## config.mk

```make
export PLATFORM = sky130hd
export DESIGN_NAME = capture_controller_flat
export DESIGN_NICKNAME = d
export VERILOG_FILES = /design/src/rtl/capture_controller_if.sv /design/src/rtl/capture_controller.sv /design/src/flat_wrapper.sv
export SDC_FILE = /design/constraint.sdc
export NUM_CORES = 1
export LEC_CHECK = 0
export CAP_MARGIN = 10
export CORE_ASPECT_RATIO = 1.75
export CORE_MARGIN = 3
export CORE_UTILIZATION = 25
export CTS_CLUSTER_SIZE = 12
export DETAILED_ROUTE_END_ITERATION = 12
export HOLD_SLACK_MARGIN = 0.12
export PLACE_DENSITY = 0.53
export SETUP_SLACK_MARGIN = 0.3
export SLEW_MARGIN = 20
export SYNTH_ARGS = -nofsm -noshare
export SYNTH_HDL_FRONTEND = slang
export SYNTH_SLANG_ARGS = --single-unit
```

## constraint.sdc

```tcl
create_clock -name in_clk -period 4.3 [get_ports in_clk]
set_clock_uncertainty 0.05 [all_clocks]
set_input_delay 0.86 -clock in_clk [delete_from_list [all_inputs] [get_ports in_clk]]
set_output_delay 0.86 -clock in_clk [all_outputs]
set_load 0.005 [all_outputs]
```

## src/rtl/capture_controller_if.sv

```systemverilog
// Probe, trigger, readout and sample-RAM signals of capture_controller.
// master = stimulus / upstream side, slave = capture_controller.
interface capture_controller_if #(
    parameter int RATE_W = 16
);
    logic              in_arm;
    logic [7:0]        in_probe;
    logic [7:0]        in_trig_mask;
    logic [7:0]        in_trig_value;
    logic [RATE_W-1:0] in_rate;
    logic              in_rd_next;
    logic              out_ram_we;
    logic [6:0]        out_ram_addr;
    logic [7:0]        out_ram_data;
    logic [2:0]        out_state;
    logic              out_done;
    logic [6:0]        out_start_addr;

    modport master (
        output in_arm, in_probe, in_trig_mask, in_trig_value, in_rate, in_rd_next,
        input  out_ram_we, out_ram_addr, out_ram_data, out_state, out_done, out_start_addr
    );

    modport slave (
        input  in_arm, in_probe, in_trig_mask, in_trig_value, in_rate, in_rd_next,
        output out_ram_we, out_ram_addr, out_ram_data, out_state, out_done, out_start_addr
    );
endinterface

```

## src/rtl/capture_controller.sv

```systemverilog
// Logic-analyzer capture sequencer: decimate, circular pre-trigger buffer, trigger, post window, readout.
// Define CAPTURE_EDGE_TRIG_EN for rising-match (edge) triggering instead of level matching.
module capture_controller #(
    parameter int PRETRIG = 32,
    parameter int RATE_W  = 16
) (
    input logic                 in_clk,
    input logic                 in_rst,
    capture_controller_if.slave bus
);
    typedef enum logic [2:0] {
        IDLE  = 3'd0,
        FILL  = 3'd1,
        ARMED = 3'd2,
        POST  = 3'd3,
        READ  = 3'd4
    } state_t;

    localparam logic [6:0] LAST_FILL = 7'(PRETRIG - 1);
    localparam logic [6:0] POST_LEN  = 7'(127 - PRETRIG);

    state_t            state, state_d;
    logic [RATE_W-1:0] div_cnt;
    logic [6:0]        wr_ptr, rd_ptr, fill_cnt, post_cnt;
    logic              ram_we, done;
    logic [6:0]        ram_addr, start_addr;
    logic [7:0]        ram_data;
    logic              capturing, strobe, match, trig_hit, arm_go, last_post;

`ifdef CAPTURE_EDGE_TRIG_EN
    logic prev_match;
`endif

    always_comb begin
        capturing = (state == FILL) || (state == ARMED) || (state == POST);
        strobe    = capturing && (div_cnt == bus.in_rate);
        match     = ((bus.in_probe ^ bus.in_trig_value) & bus.in_trig_mask) == '0;
        arm_go    = bus.in_arm && ((state == IDLE) || (state == READ));
        last_post = strobe && (state == POST) && (post_cnt == 7'd1);
`ifdef CAPTURE_EDGE_TRIG_EN
        trig_hit  = strobe && (state == ARMED) && match && !prev_match;
`else
        trig_hit  = strobe && (state == ARMED) && match;
`endif
        state_d = state;
        case (state)
            IDLE:    if (arm_go) state_d = FILL;
            FILL:    if (strobe && (fill_cnt == LAST_FILL)) state_d = ARMED;
            ARMED:   if (trig_hit) state_d = POST;
            POST:    if (last_post) state_d = READ;
            READ:    if (arm_go) state_d = FILL;
            default: state_d = IDLE;
        endcase
    end

    always_ff @(posedge in_clk) begin
        if (in_rst) state <= IDLE;
        else        state <= state_d;
    end

    always_ff @(posedge in_clk) begin
        if (in_rst) begin
            div_cnt    <= '0;
            wr_ptr     <= '0;
            rd_ptr     <= '0;
            fill_cnt   <= '0;
            post_cnt   <= '0;
            ram_we     <= 1'b0;
            ram_addr   <= '0;
            ram_data   <= '0;
            done       <= 1'b0;
            start_addr <= '0;
        end else begin
            ram_we <= 1'b0;
            if (arm_go) begin
                div_cnt  <= '0;
                wr_ptr   <= '0;
                fill_cnt <= '0;
                done     <= 1'b0;
                ram_addr <= '0;
            end else begin
                if (capturing)
                    div_cnt <= strobe ? '0 : div_cnt + 1'b1;
                if (strobe) begin
                    ram_we   <= 1'b1;
                    ram_addr <= wr_ptr;
                    ram_data <= bus.in_probe;
                    wr_ptr   <= wr_ptr + 7'd1;
                end
                if (strobe && (state == FILL))
                    fill_cnt <= fill_cnt + 7'd1;
                if (trig_hit)
                    post_cnt <= POST_LEN;
                if (strobe && (state == POST))
                    post_cnt <= post_cnt - 7'd1;
                // Oldest sample is the slot just after the final write.
                if (last_post) begin
                    done       <= 1'b1;
                    start_addr <= wr_ptr + 7'd1;
                    rd_ptr     <= wr_ptr + 7'd1;
                end
                // ram_addr mirrors rd_ptr's next value so both change on the same edge.
                if (state == READ) begin
                    if (bus.in_rd_next) rd_ptr <= rd_ptr + 7'd1;
                    ram_addr <= bus.in_rd_next ? rd_ptr + 7'd1 : rd_ptr;
                end
            end
        end
    end

`ifdef CAPTURE_EDGE_TRIG_EN
    always_ff @(posedge in_clk) begin
        if (in_rst || arm_go)
            prev_match <= 1'b0;
        else if (strobe && ((state == FILL) || (state == ARMED)))
            prev_match <= match;
    end
`endif

    assign bus.out_ram_we     = ram_we;
    assign bus.out_ram_addr   = ram_addr;
    assign bus.out_ram_data   = ram_data;
    assign bus.out_state      = state;
    assign bus.out_done       = done;
    assign bus.out_start_addr = start_addr;
endmodule

```

## src/flat_wrapper.sv

```systemverilog
// flat-port wrapper written by rule: the top's interface ports become plain ports
module capture_controller_flat 
#(
    parameter int PRETRIG = 32,
    parameter int RATE_W  = 16
)
  (in_clk, in_rst, bus_in_arm, bus_in_probe, bus_in_trig_mask, bus_in_trig_value, bus_in_rate, bus_in_rd_next, bus_out_ram_we, bus_out_ram_addr, bus_out_ram_data, bus_out_state, bus_out_done, bus_out_start_addr);
  capture_controller_if #(.RATE_W(RATE_W)) bus_i ();
  input logic in_clk;
  input logic in_rst;
  input wire logic [$bits(bus_i.in_arm)-1:0] bus_in_arm;
  input wire logic [$bits(bus_i.in_probe)-1:0] bus_in_probe;
  input wire logic [$bits(bus_i.in_trig_mask)-1:0] bus_in_trig_mask;
  input wire logic [$bits(bus_i.in_trig_value)-1:0] bus_in_trig_value;
  input wire logic [$bits(bus_i.in_rate)-1:0] bus_in_rate;
  input wire logic [$bits(bus_i.in_rd_next)-1:0] bus_in_rd_next;
  output wire logic [$bits(bus_i.out_ram_we)-1:0] bus_out_ram_we;
  output wire logic [$bits(bus_i.out_ram_addr)-1:0] bus_out_ram_addr;
  output wire logic [$bits(bus_i.out_ram_data)-1:0] bus_out_ram_data;
  output wire logic [$bits(bus_i.out_state)-1:0] bus_out_state;
  output wire logic [$bits(bus_i.out_done)-1:0] bus_out_done;
  output wire logic [$bits(bus_i.out_start_addr)-1:0] bus_out_start_addr;
  assign bus_i.in_arm = bus_in_arm;
  assign bus_i.in_probe = bus_in_probe;
  assign bus_i.in_trig_mask = bus_in_trig_mask;
  assign bus_i.in_trig_value = bus_in_trig_value;
  assign bus_i.in_rate = bus_in_rate;
  assign bus_i.in_rd_next = bus_in_rd_next;
  assign bus_out_ram_we = bus_i.out_ram_we;
  assign bus_out_ram_addr = bus_i.out_ram_addr;
  assign bus_out_ram_data = bus_i.out_ram_data;
  assign bus_out_state = bus_i.out_state;
  assign bus_out_done = bus_i.out_done;
  assign bus_out_start_addr = bus_i.out_start_addr;
  capture_controller #(.PRETRIG(PRETRIG), .RATE_W(RATE_W)) u_core (.in_clk(in_clk), .in_rst(in_rst), .bus(bus_i));
endmodule
```

==> flow_summary_export.csv <==
group,metric,value,unit
sta,finalHoldViolations,0,
global_route,use_met3,2.75,%
critical_path,crit_path_end_kind,"register",
critical_path,ff2ff_setup_slack,1.47,ns
synthesis,async_flop_share,0,%
routing,wire_per_inst,15.2,µm
synthesis,netlist_instances,450,
global_route,grt_pass1_wl,17400,µm
power,p_sw,355,µW
hold_path,holdPathEnd,"u_core.bus.out_ram_data[4]",
cts,cts_inserted_buffers,9,
routing,vias,3395,
synthesis,synth_cell_types,54,
finish,nets,563,
global_route,antenna_found_initial,0,
floorplanning,initial_core_util,25.7,%
finish,area_delta_synth_final,30.7,%
global_route,grtUsageTotal,13.0,%
cts,htree_levels,3,
run_status,outcome,"finished clean",
global_route,met2_usage,24.5,%
sta,timing.final.crit_share,73.8,%
placement,dp_hpwl,7930,µm
power,peakVddDrop,169,µV
power,p_int,1190,µW
power,powerDensity,318,nW/µm²
floorplanning,die_h,167,µm
cts,root_buffer,"clkbuf_16",
routing,drt_first_pass_iters,4,
synthesis,synth-main-ff-cell,"dfxtp_1",
cts,clk_latency,0.33,ns
cts,clkTransAtPathRegs,0.06,ns
synthesis,synth_nets,500,
critical_path,ff2ff_path_depth,7,
hold_path,min_path_cells,2,
routing,viasPerCell,4.88,
critical_path,crit_required,4.48,ns
power,power_frac_seq,44.2,%
critical_path,r2r_end,"u_core.bus.out_ram_addr[0]",
synthesis,synth_largest_area_cell,"dfxtp_1",
cts,cts_hold_buf,0,
synthesis,syn_area,3710,µm²
power,combinationalPowerShare,9.3,%
global_route,use_met1,14.3,%
synthesis,syn_area_per_cell,8.25,µm²
finish,n_antenna_cell,0,
sta,min_period,3.17,ns
cts,cts_resized,0,
global_route,first_global_vias,3469,
hold_path,hp-start,"u_core.bus.out_ram_data[4]",
critical_path,worst-path-max-fanout,18,
critical_path,critPathKind,"in2reg",
floorplanning,ioPinCount,71,
critical_path,r2r_start,"u_core.bus.out_state[0]",
sta,setup_viol,0,
global_route,grt_max_degree,37,
hold_path,min_path_type,"reg2reg",
cts,cts_setup_buffers,0,
placement,place_area,4570,µm²
power,clkPwrFrac,46.5,%
flow_run,cap_violations,0,
synthesis,ys_warn_count,0,
routing,drt_iter0_markers,160,
routing,drc_errors,0,
sta,timing.setup.tns,0,ns
routing,routed_wl,10600,µm
power,power.leakage,0.00167,µW
global_route,top_usage_layer,"met2",
placement,io_buffer_count,70,
synthesis,ys_seq_area_share,38.3,%
critical_path,crit_arrival,3.36,ns
sta,worstMarginPinSlew,0.612,ns
sta,rsz0062_at_grt,"false",
floorplanning,die_w,98.1,µm
cts,cts_sinks,71,
floorplanning,core,14400,µm²
power,p_sw_share,23.0,%
sta,slew_violations,0,
floorplanning,row_count,58,
routing,ant_nets,0,
sta,slew_headroom,59.1,%
cts,cts_max_path_buffers,2,
global_route,grt_overflow,0,
synthesis,synth-edff-count,0,
synthesis,yosys-top-cells-area,"dfxtp_1 (38%), xor2_1 (9.4%), nor2_1 (5.3%)",
synthesis,synth_top_area_share,38.3,%
cts,cts_tree,"built",
finish,stdcell_area,4850,µm²
sta,max_freq,0.315,GHz
floorplanning,dieArea,16400,µm²
finish,drive_gt1_share,4.84,%
synthesis,ys_seq_elements,71,
placement,place_congestion,0.795,
critical_path,cp-start-kind,"primary input",
[kinds of logic after synthesis]
kind of cell	share of synthesized area [%]
adders and majority gates	2.02
AOI/OAI and AO/OA	16.1
xor gates and xnor gates	12.7
muxes	2.46
buffers and inverters	3.64
and+or+nand+nor	24.8
DFF	38.3
[synth_stat cells (all sizes together) (9+ instances only)]
| cell type | instances |
|---|---|
| and3 | 9 |
| nor3 | 13 |
| buf | 11 |
| o21ai | 16 |
| xor2 | 40 |
| nand3 | 24 |
| nor2 | 52 |
| dfxtp | 71 |
| xnor2 | 14 |
| a21oi | 32 |
| clkbuf | 11 |
| nand2 | 47 |
[registers in the layout, indices dropped and copies added (netlist names)]
| register | cells |
|---|---|
| u_core.div_cnt | 16 |
| u_core.bus.out_ram_data | 8 |
| u_core.bus.out_ram_addr | 7 |
| u_core.bus.out_start_addr | 7 |
| u_core.fill_cnt | 7 |
| u_core.post_cnt | 7 |
| u_core.rd_ptr | 7 |
| u_core.wr_ptr | 7 |
| u_core.bus.out_state | 3 |
| u_core.bus.out_done | 1 |
| u_core.bus.out_ram_we | 1 |
[final cells by class]
| class | instances | area [µm²] |
|---|---|---|
| repair buffers | 74 | 731 |
| multi-input cells | 348 | 2160 |
| clock buffers | 14 | 284 |
| flip-flops and latches | 71 | 1420 |
| well taps | 180 | 225 |
| inverters | 9 | 33.8 |
| fillers | 1524 | 9590 |
[how the worst max path moves through the flow]
stage / start / endpoint / slack, ns / depth (start not counted)
global route: bus_in_rate[7] / u_core.bus.out_ram_addr[3] / 0.87 / 8
detailed placement: bus_in_rate[10] / u_core.bus.out_ram_addr[3] / 0.79 / 8
floorplan: bus_in_rate[12] / u_core.fill_cnt[2] / 1.84 / 7
CTS: bus_in_rate[10] / u_core.bus.out_ram_addr[0] / 1.12 / 8
finish: bus_in_rate[10] / u_core.bus.out_ram_addr[0] / 1.13 / 8
global placement: bus_in_rate[10] / u_core.bus.out_ram_addr[5] / 0.82 / 8
[critical path, stage by stage]
cell	delay [ns]
clkdlybuf4s50_1	0.41
xor2_1	0.15
nor4_2	0.31
nand3_1	0.49
nor2_2	0.42
buf_4	0.34
mux2i_1	0.11
a211oi_1	0.25
[per-layer routing]
layer  up-vias  wire length [µm]
met5         -                 0
met4         0               178
met3        11               421
met2        58              5840
met1      1621              4140
li1       1705                 -
[power by group through the flow]
stage | logic (µW) | registers (µW) | clock network (µW)
finish | 143 | 682 | 717
global route | 158 | 684 | 760
CTS | 143 | 682 | 728
detailed placement | 143 | 696 | 0
global placement | 142 | 695 | 0
floorplan | 79.1 | 690 | 0
[per-stage QoR]
step / util, % / hold slack (ns) / setup slack (ns) / power (µW) / std cells
finish: 33.6 / 0.401 / 1.13 / 1540 / 696
global route: 33.6 / 0.420 / 0.869 / 1600 / 696
CTS: 33.6 / 0.406 / 1.12 / 1550 / 696
detailed placement: 31.6 / 0.400 / 0.787 / 839 / 682
global placement: 31.6 / 0.393 / 0.817 / 837 / 682
floorplan: - / 0.401 / 1.84 / 769 / 450
[layout by cell type (no fill, tap or decap), types with 6 or more instances in the layout]
cell type         n
nor3_1           11
xnor2_1          14
clkbuf_16         9
a21oi_1          32
mux2i_1           8
and2_1            8
inv_1             8
o21ai_0          12
nand2_1          47
xor2_1           40
nor2_1           51
ha_1              6
and3_1            9
clkdlybuf4s50_1  70
dfxtp_1          71
a22oi_1           7
nand3_1          24
No activity file was read; power rests on OpenSTA's default activity.
